### config.mk
export PLATFORM = sky130hd
export DESIGN_NAME = pic_sequencer
export DESIGN_NICKNAME = d
export VERILOG_FILES = /design/src/rtl/pic_seq_pkg.sv /design/src/rtl/pic_seq_wen.sv /design/src/rtl/pic_sequencer.sv
export SDC_FILE = /design/constraint.sdc
export NUM_CORES = 1
export LEC_CHECK = 0
export ABC_AREA = 1
export BUFFER_PORTS_ARGS = -buffer_cell sky130_fd_sc_hd__buf_4
export CELL_PAD_IN_SITES_DETAIL_PLACEMENT = 1
export CELL_PAD_IN_SITES_GLOBAL_PLACEMENT = 2
export CORE_ASPECT_RATIO = 1.1
export CORE_MARGIN = 8
export CORE_UTILIZATION = 32
export DETAILED_ROUTE_END_ITERATION = 8
export GPL_TIMING_DRIVEN = 0
export HOLD_SLACK_MARGIN = 0.1
export PLACE_DENSITY = 0.82
export SLEW_MARGIN = 5
export SYNTH_ARGS = -nofsm -noshare
export SYNTH_HDL_FRONTEND = slang
export SYNTH_SLANG_ARGS = --single-unit
### constraint.sdc
create_clock -name clk -period 2.5 [get_ports clk]
set_clock_uncertainty 0.2 [all_clocks]
set_input_delay 0.375 -clock clk [delete_from_list [all_inputs] [get_ports clk]]
set_output_delay 0.375 -clock clk [all_outputs]
set_load 0.01 [all_outputs]
### src/rtl/pic_seq_pkg.sv
// Shared types and encodings for the four-phase PIC-style instruction sequencer.
package pic_seq_pkg;

    typedef enum logic [1:0] {
        FETCH  = 2'd0,
        DECODE = 2'd1,
        EXEC   = 2'd2,
        WB     = 2'd3
    } seq_state_t;

    localparam logic [1:0] CLS_BYTE = 2'b00;
    localparam logic [1:0] CLS_BIT  = 2'b01;
    localparam logic [1:0] CLS_GOTO = 2'b10;
    localparam logic [1:0] CLS_LIT  = 2'b11;

    localparam logic [3:0] OP_NOP_MOVWF = 4'b0000;
    localparam logic [3:0] OP_DECFSZ    = 4'b1011;
    localparam logic [3:0] OP_INCFSZ    = 4'b1111;

    function automatic logic is_skip_op(input logic [3:0] op);
        return (op == OP_DECFSZ) || (op == OP_INCFSZ);
    endfunction

endpackage

### src/rtl/pic_seq_wen.sv
// Writeback decode: next-cycle write enables plus skip/goto flags, all squashed when annulled.
module pic_seq_wen
    import pic_seq_pkg::*;
(
    input  logic [7:2] inst_reg,   // operand bits [1:0] carry no class/op information
    input  logic       d,
    input  logic       annul,
    output logic       w_we_n,
    output logic       f_we_n,
    output logic       is_skip,
    output logic       is_goto
);

    logic [1:0] cls;
    logic [3:0] op;

    assign cls = inst_reg[7:6];
    assign op  = inst_reg[5:2];

    always_comb begin
        w_we_n  = 1'b0;
        f_we_n  = 1'b0;
        is_skip = 1'b0;
        is_goto = 1'b0;
        if (!annul) begin
            case (cls)
                CLS_BYTE: begin
                    if (!(op == OP_NOP_MOVWF && !d)) begin
                        f_we_n = d;
                        w_we_n = !d;
                    end
                    is_skip = is_skip_op(op);
                end
                CLS_BIT:  f_we_n  = 1'b1;
                CLS_LIT:  w_we_n  = 1'b1;
                CLS_GOTO: is_goto = 1'b1;
                default:  ;
            endcase
        end
    end

endmodule

### src/rtl/pic_sequencer.sv
// Four-phase fetch/decode/exec/writeback sequencer owning the PC and skip logic.
// Optional PIC_SEQ_SINGLE_STEP_EN adds a step input that releases one instruction per pulse.
module pic_sequencer
    import pic_seq_pkg::*;
#(
    parameter int              PC_W     = 8,
    parameter logic [PC_W-1:0] RESET_PC = '0
) (
    input  logic            clk,
    input  logic            rst_n,
    output logic            prog_req,
    output logic [PC_W-1:0] prog_addr,
    input  logic            prog_valid,
    input  logic [7:0]      prog_data,
    output logic [7:0]      inst_reg,
    input  logic            d,
    input  logic            alu_zero,
    output logic            alu_en,
    output logic            w_we,
    output logic            f_we,
    input  logic            halt,
`ifdef PIC_SEQ_SINGLE_STEP_EN
    input  logic            step,
`endif
    output logic            halted,
    output logic [1:0]      state_o
);

    seq_state_t      state_q, state_d;
    logic [PC_W-1:0] pc_q, pc_d;
    logic [7:0]      inst_q, inst_d;
    logic            skip_q, skip_d;
    logic            zero_q, zero_d;
    logic            prog_req_q, prog_req_d;
    logic            alu_en_q, alu_en_d;
    logic            w_we_q, w_we_d;
    logic            f_we_q, f_we_d;
    logic            w_we_n, f_we_n, is_skip, is_goto;
    logic            idle_gate;

    // skip_q stays constant across EXEC and WB, so one decode serves both phases
    pic_seq_wen u_wen (
        .inst_reg (inst_q[7:2]),
        .d        (d),
        .annul    (skip_q),
        .w_we_n   (w_we_n),
        .f_we_n   (f_we_n),
        .is_skip  (is_skip),
        .is_goto  (is_goto)
    );

`ifdef PIC_SEQ_SINGLE_STEP_EN
    logic step_wait_q, step_wait_d;
    // halt outranks step: a step seen under halt is dropped
    assign step_wait_d = (state_q == WB) ? 1'b1
                       : (state_q == FETCH) ? (step_wait_q && !(step && !halt))
                       : step_wait_q;
    assign idle_gate   = halt || step_wait_q;
`else
    assign idle_gate   = halt;
`endif

    always_comb begin
        state_d    = state_q;
        pc_d       = pc_q;
        inst_d     = inst_q;
        skip_d     = skip_q;
        zero_d     = zero_q;
        prog_req_d = 1'b0;
        alu_en_d   = 1'b0;
        w_we_d     = 1'b0;
        f_we_d     = 1'b0;
        case (state_q)
            FETCH: begin
                if (prog_req_q && prog_valid) begin
                    inst_d  = prog_data;
                    state_d = DECODE;
                end else begin
`ifdef PIC_SEQ_SINGLE_STEP_EN
                    prog_req_d = !halt && !step_wait_d;
`else
                    prog_req_d = !halt;
`endif
                end
            end
            DECODE: begin
                state_d  = EXEC;
                alu_en_d = 1'b1;
            end
            EXEC: begin
                zero_d  = alu_zero;
                w_we_d  = w_we_n;
                f_we_d  = f_we_n;
                state_d = WB;
            end
            WB: begin
                pc_d    = is_goto ? PC_W'(inst_q[5:0]) : pc_q + PC_W'(1);
                skip_d  = is_skip && zero_q;
                state_d = FETCH;
`ifdef PIC_SEQ_SINGLE_STEP_EN
                prog_req_d = 1'b0;
`else
                prog_req_d = !halt;
`endif
            end
            default: state_d = FETCH;
        endcase
    end

    always_ff @(posedge clk or negedge rst_n) begin
        if (!rst_n) begin
            state_q    <= FETCH;
            pc_q       <= RESET_PC;
            inst_q     <= 8'h00;
            skip_q     <= 1'b0;
            zero_q     <= 1'b0;
            prog_req_q <= 1'b0;
            alu_en_q   <= 1'b0;
            w_we_q     <= 1'b0;
            f_we_q     <= 1'b0;
        end else begin
            state_q    <= state_d;
            pc_q       <= pc_d;
            inst_q     <= inst_d;
            skip_q     <= skip_d;
            zero_q     <= zero_d;
            prog_req_q <= prog_req_d;
            alu_en_q   <= alu_en_d;
            w_we_q     <= w_we_d;
            f_we_q     <= f_we_d;
        end
    end

`ifdef PIC_SEQ_SINGLE_STEP_EN
    always_ff @(posedge clk or negedge rst_n) begin
        if (!rst_n) step_wait_q <= 1'b0;
        else        step_wait_q <= step_wait_d;
    end
`endif

    assign prog_req  = prog_req_q;
    assign prog_addr = pc_q;
    assign inst_reg  = inst_q;
    assign alu_en    = alu_en_q;
    assign w_we      = w_we_q;
    assign f_we      = f_we_q;
    assign halted    = idle_gate && (state_q == FETCH);
    assign state_o   = state_q;

endmodule
==> metrics.csv <==
stage,metric,value,unit
clocking,CTS Sinks,24,
critical_path,crit-path max FO,4,
critical_path,most used cell along the critical path,inv_1,
floorplan,IO Pins,37,
power_and_ir_drop,Design Power,2.03,mW
floorplan,Core Footprint,3870,um2
floorplan,Starting Density,0.327,
synth,syn_nets,164,
timing,Worst Slack Setup Final,633,ps
cells_and_area,fin cells,234,
route,TritonRoute pass-1 iters,2,
route,routed vias,1078,
status,status,"complete, no violations",
route,post-DR wirelength/cell,14.7,um
synth,register area share after synthesis,0.474,
critical_path,CP endpoint kind,primary output,
timing,final hold violation count,0,
route,vias per inst,4.61,
route,DRC,0,
clocking,worst-skew pair later-pin latency,280,ps
clocking,CTS tree,done,
route,Routed Antenna Nets,0,
critical_path,Setup crit start kind,register,
critical_path,CP Data Arrival Time,1290,ps
global_route,vias in the first global route,1217,
global_route,antenna violations before repair,0,
cells_and_area,Antenna diodes,0,
timing,Fmax achieved,536,MHz
timing,unrepaired setup endpoints after global routing,no,
timing,final worst-path cycle share,0.747,
synth,Mapped Cells,140,
placed_design,count of input and output buffers,36,
timing,"Setup violations, final",0,
timing,Slew Limit Fails,0,
placed_design,Post-DP HPWL,2.72,mm
clocking,setup bufs post-CTS,0,
timing,hold slack,122,ps
hold_path,Hold Crit Class,primary input to register,
critical_path,Critical Path Max Stage Delay,430,ps
power_and_ir_drop,peak supply drop,0.000460,V
timing,Slew headroom,0.788,
cells_and_area,layout cells sized above 1,0.291,
route,total routed wirelength,3.43,mm
placed_design,pre-CTS setup slack,794,ps
placed_design,RePlAce Congestion,0.760,
route,DR iter-0 viols,22,
clocking,H-tree depth,1,
placed_design,dpl cell area,1600,um2
timing,worst-margin pin slew,318,ps
synth,Synth Register Bits,24,
clocking,clock slew at reported path FFs,90,ps
power_and_ir_drop,PwrDens,1210,nW/um2
critical_path,Crit Path Class,register to primary output,
cells_and_area,Area Overhead vs Synth,32.4,%
floorplan,Die Area,6230,um2
cells_and_area,final-stage net count,207,
cells_and_area,Fill cells,472,
clocking,cts hold-fix bufs,2,
critical_path,worst path cell trace,inv_1 -> ha_1 -> nand2_1 -> inv_1 -> buf_4,
synth,count of cell types in the netlist,21,
global_route,largest net degree at the start of global routing,25,
clocking,Clock Path Buffers,2,
synth,synth warn,0,
cells_and_area,final instance area,1680,um2
placed_design,Placed Instances,228,
floorplan,num rows,24,
timing,fin crit period,1870,ps
synth,mapped cell area,1270,um2
global_route,first-pass GRT wire length,6.04,mm
timing,Setup TNS Final,0,ps
floorplan,die height,82.0,um
clocking,Post-CTS Resized,0,
critical_path,"Buf+Inv Stages, Crit Path",3,
synth,Post-Syn Area per Cell,9.04,um2
cells_and_area,final core occ,0.433,
clocking,CTS buffer count,3,
floorplan,Horiz. Die Dim,76.0,um
clocking,clock root buffer,clkbuf_8,
job,max-cap viol count,0,
critical_path,Critical-path top delay cell,dfrtp_1,
critical_path,CP required,1920,ps
critical_path,Top delay family on crit path,flip-flops,
power_and_ir_drop,leakage,0.883,nW
global_route,GR Overflow Total,0,
global_route,GRT Overall Usage,0.122,
-- power breakdown --
part	switching [mW]	internal, mW
combinational	0.537	0.475
clock	0.134	0.141
sequential	0.184	0.557
-- worst reg2reg max path, delay by kind of cell (launching register included) --
family | cells | cell delay, ps
DFF | 1 | 430
buffers and inverters | 2 | 340
muxes | 1 | 300
adders and majority gates | 1 | 220
and+or+nand+nor | 1 | 120
-- placed cells by master (no fill, tap or decap) --
master	synthesis	layout
dfrtp_1	24	24
o31ai_1	1	1
o21ai_0	6	6
dlygate4sd3_1	0	2
mux2_2	2	2
clkbuf_8	0	4
nand3_1	9	9
nand2_4	1	1
nor3_1	3	3
buf_4	2	38
ha_1	10	10
a211oi_1	1	1
inv_1	15	15
nor2_1	22	22
inv_2	2	2
nand2_2	1	1
a21oi_1	10	10
nor2_4	1	1
or2_1	2	2
o22ai_1	2	2
mux2_4	4	4
nand2_1	20	20
nand4_1	2	2
-- routing by layer --
layer,global-route usage,vias up,part of all wire
li1,-,536,-
met1,0.133,513,0.43
met2,0.218,24,0.51
met3,0.0295,5,0.042
met4,0.0647,0,0.017
met5,0,-,0
-- final cells by class --
type | instances | area, um2 | area share
Sequential cell | 24 | 601 | 0.358
Buffer | 2 | 15.0 | 0.00896
Clock buffer | 4 | 55.1 | 0.0328
Multi-Input combinational cell | 97 | 587 | 0.350
Inverter | 17 | 63.8 | 0.0381
Tap cell | 52 | 65.1 | 0.0388
Timing Repair Buffer | 38 | 290 | 0.173
-- synthesized netlist by cell type --
library cell | n | share of area
dfrtp_1 | 24 | 0.47
inv_2 | 2 | 0.0059
nor2_1 | 22 | 0.065
nand3_1 | 9 | 0.036
buf_4 | 2 | 0.012
mux2_2 | 2 | 0.018
o31ai_1 | 1 | 0.0059
o22ai_1 | 2 | 0.0099
a211oi_1 | 1 | 0.0059
or2_1 | 2 | 0.0099
nor3_1 | 3 | 0.012
ha_1 | 10 | 0.099
nand4_1 | 2 | 0.0099
nand2_1 | 20 | 0.059
nand2_2 | 1 | 0.0049
o21ai_0 | 6 | 0.024
a21oi_1 | 10 | 0.040
nand2_4 | 1 | 0.0089
mux2_4 | 4 | 0.047
nor2_4 | 1 | 0.0089
inv_1 | 15 | 0.044
-- path summary, 6_finish.rpt --
| kind | start | to | slack, ps | cells after the start |
|---|---|---|---|---|
| setup / recovery | state_o[1]$_DFFE_PN0P_ | halted | 630 | 5 |
| hold / removal | prog_data[3] | inst_reg[3]$_DFFE_PN0P_ | 120 | 2 |
| setup reg to reg | state_o[1]$_DFFE_PN0P_ | inst_reg[2]$_DFFE_PN0P_ | 790 | 5 |
| hold reg to reg | zero_q$_DFFE_PN0P_ | zero_q$_DFFE_PN0P_ | 340 | 1 |
| max in group asynchronous | rst_n | prog_addr[0]$_DFFE_PN0N_ | 1520 | 2 |
| min in group asynchronous | rst_n | prog_addr[2]$_DFFE_PN0N_ | 330 | 2 |
-- cells by family (layout without fill, tap and decap cells) --
group | count (synthesis) | in the layout | synth area share
and+or+nand+nor | 61 | 61 | 0.214
DFF | 24 | 24 | 0.474
AOI/OAI and AO/OA | 20 | 20 | 0.0850
buffers and inverters | 19 | 61 | 0.0622
adders and majority gates | 10 | 10 | 0.0988
muxes | 6 | 6 | 0.0652
Power figures use the tool's default switching activity.
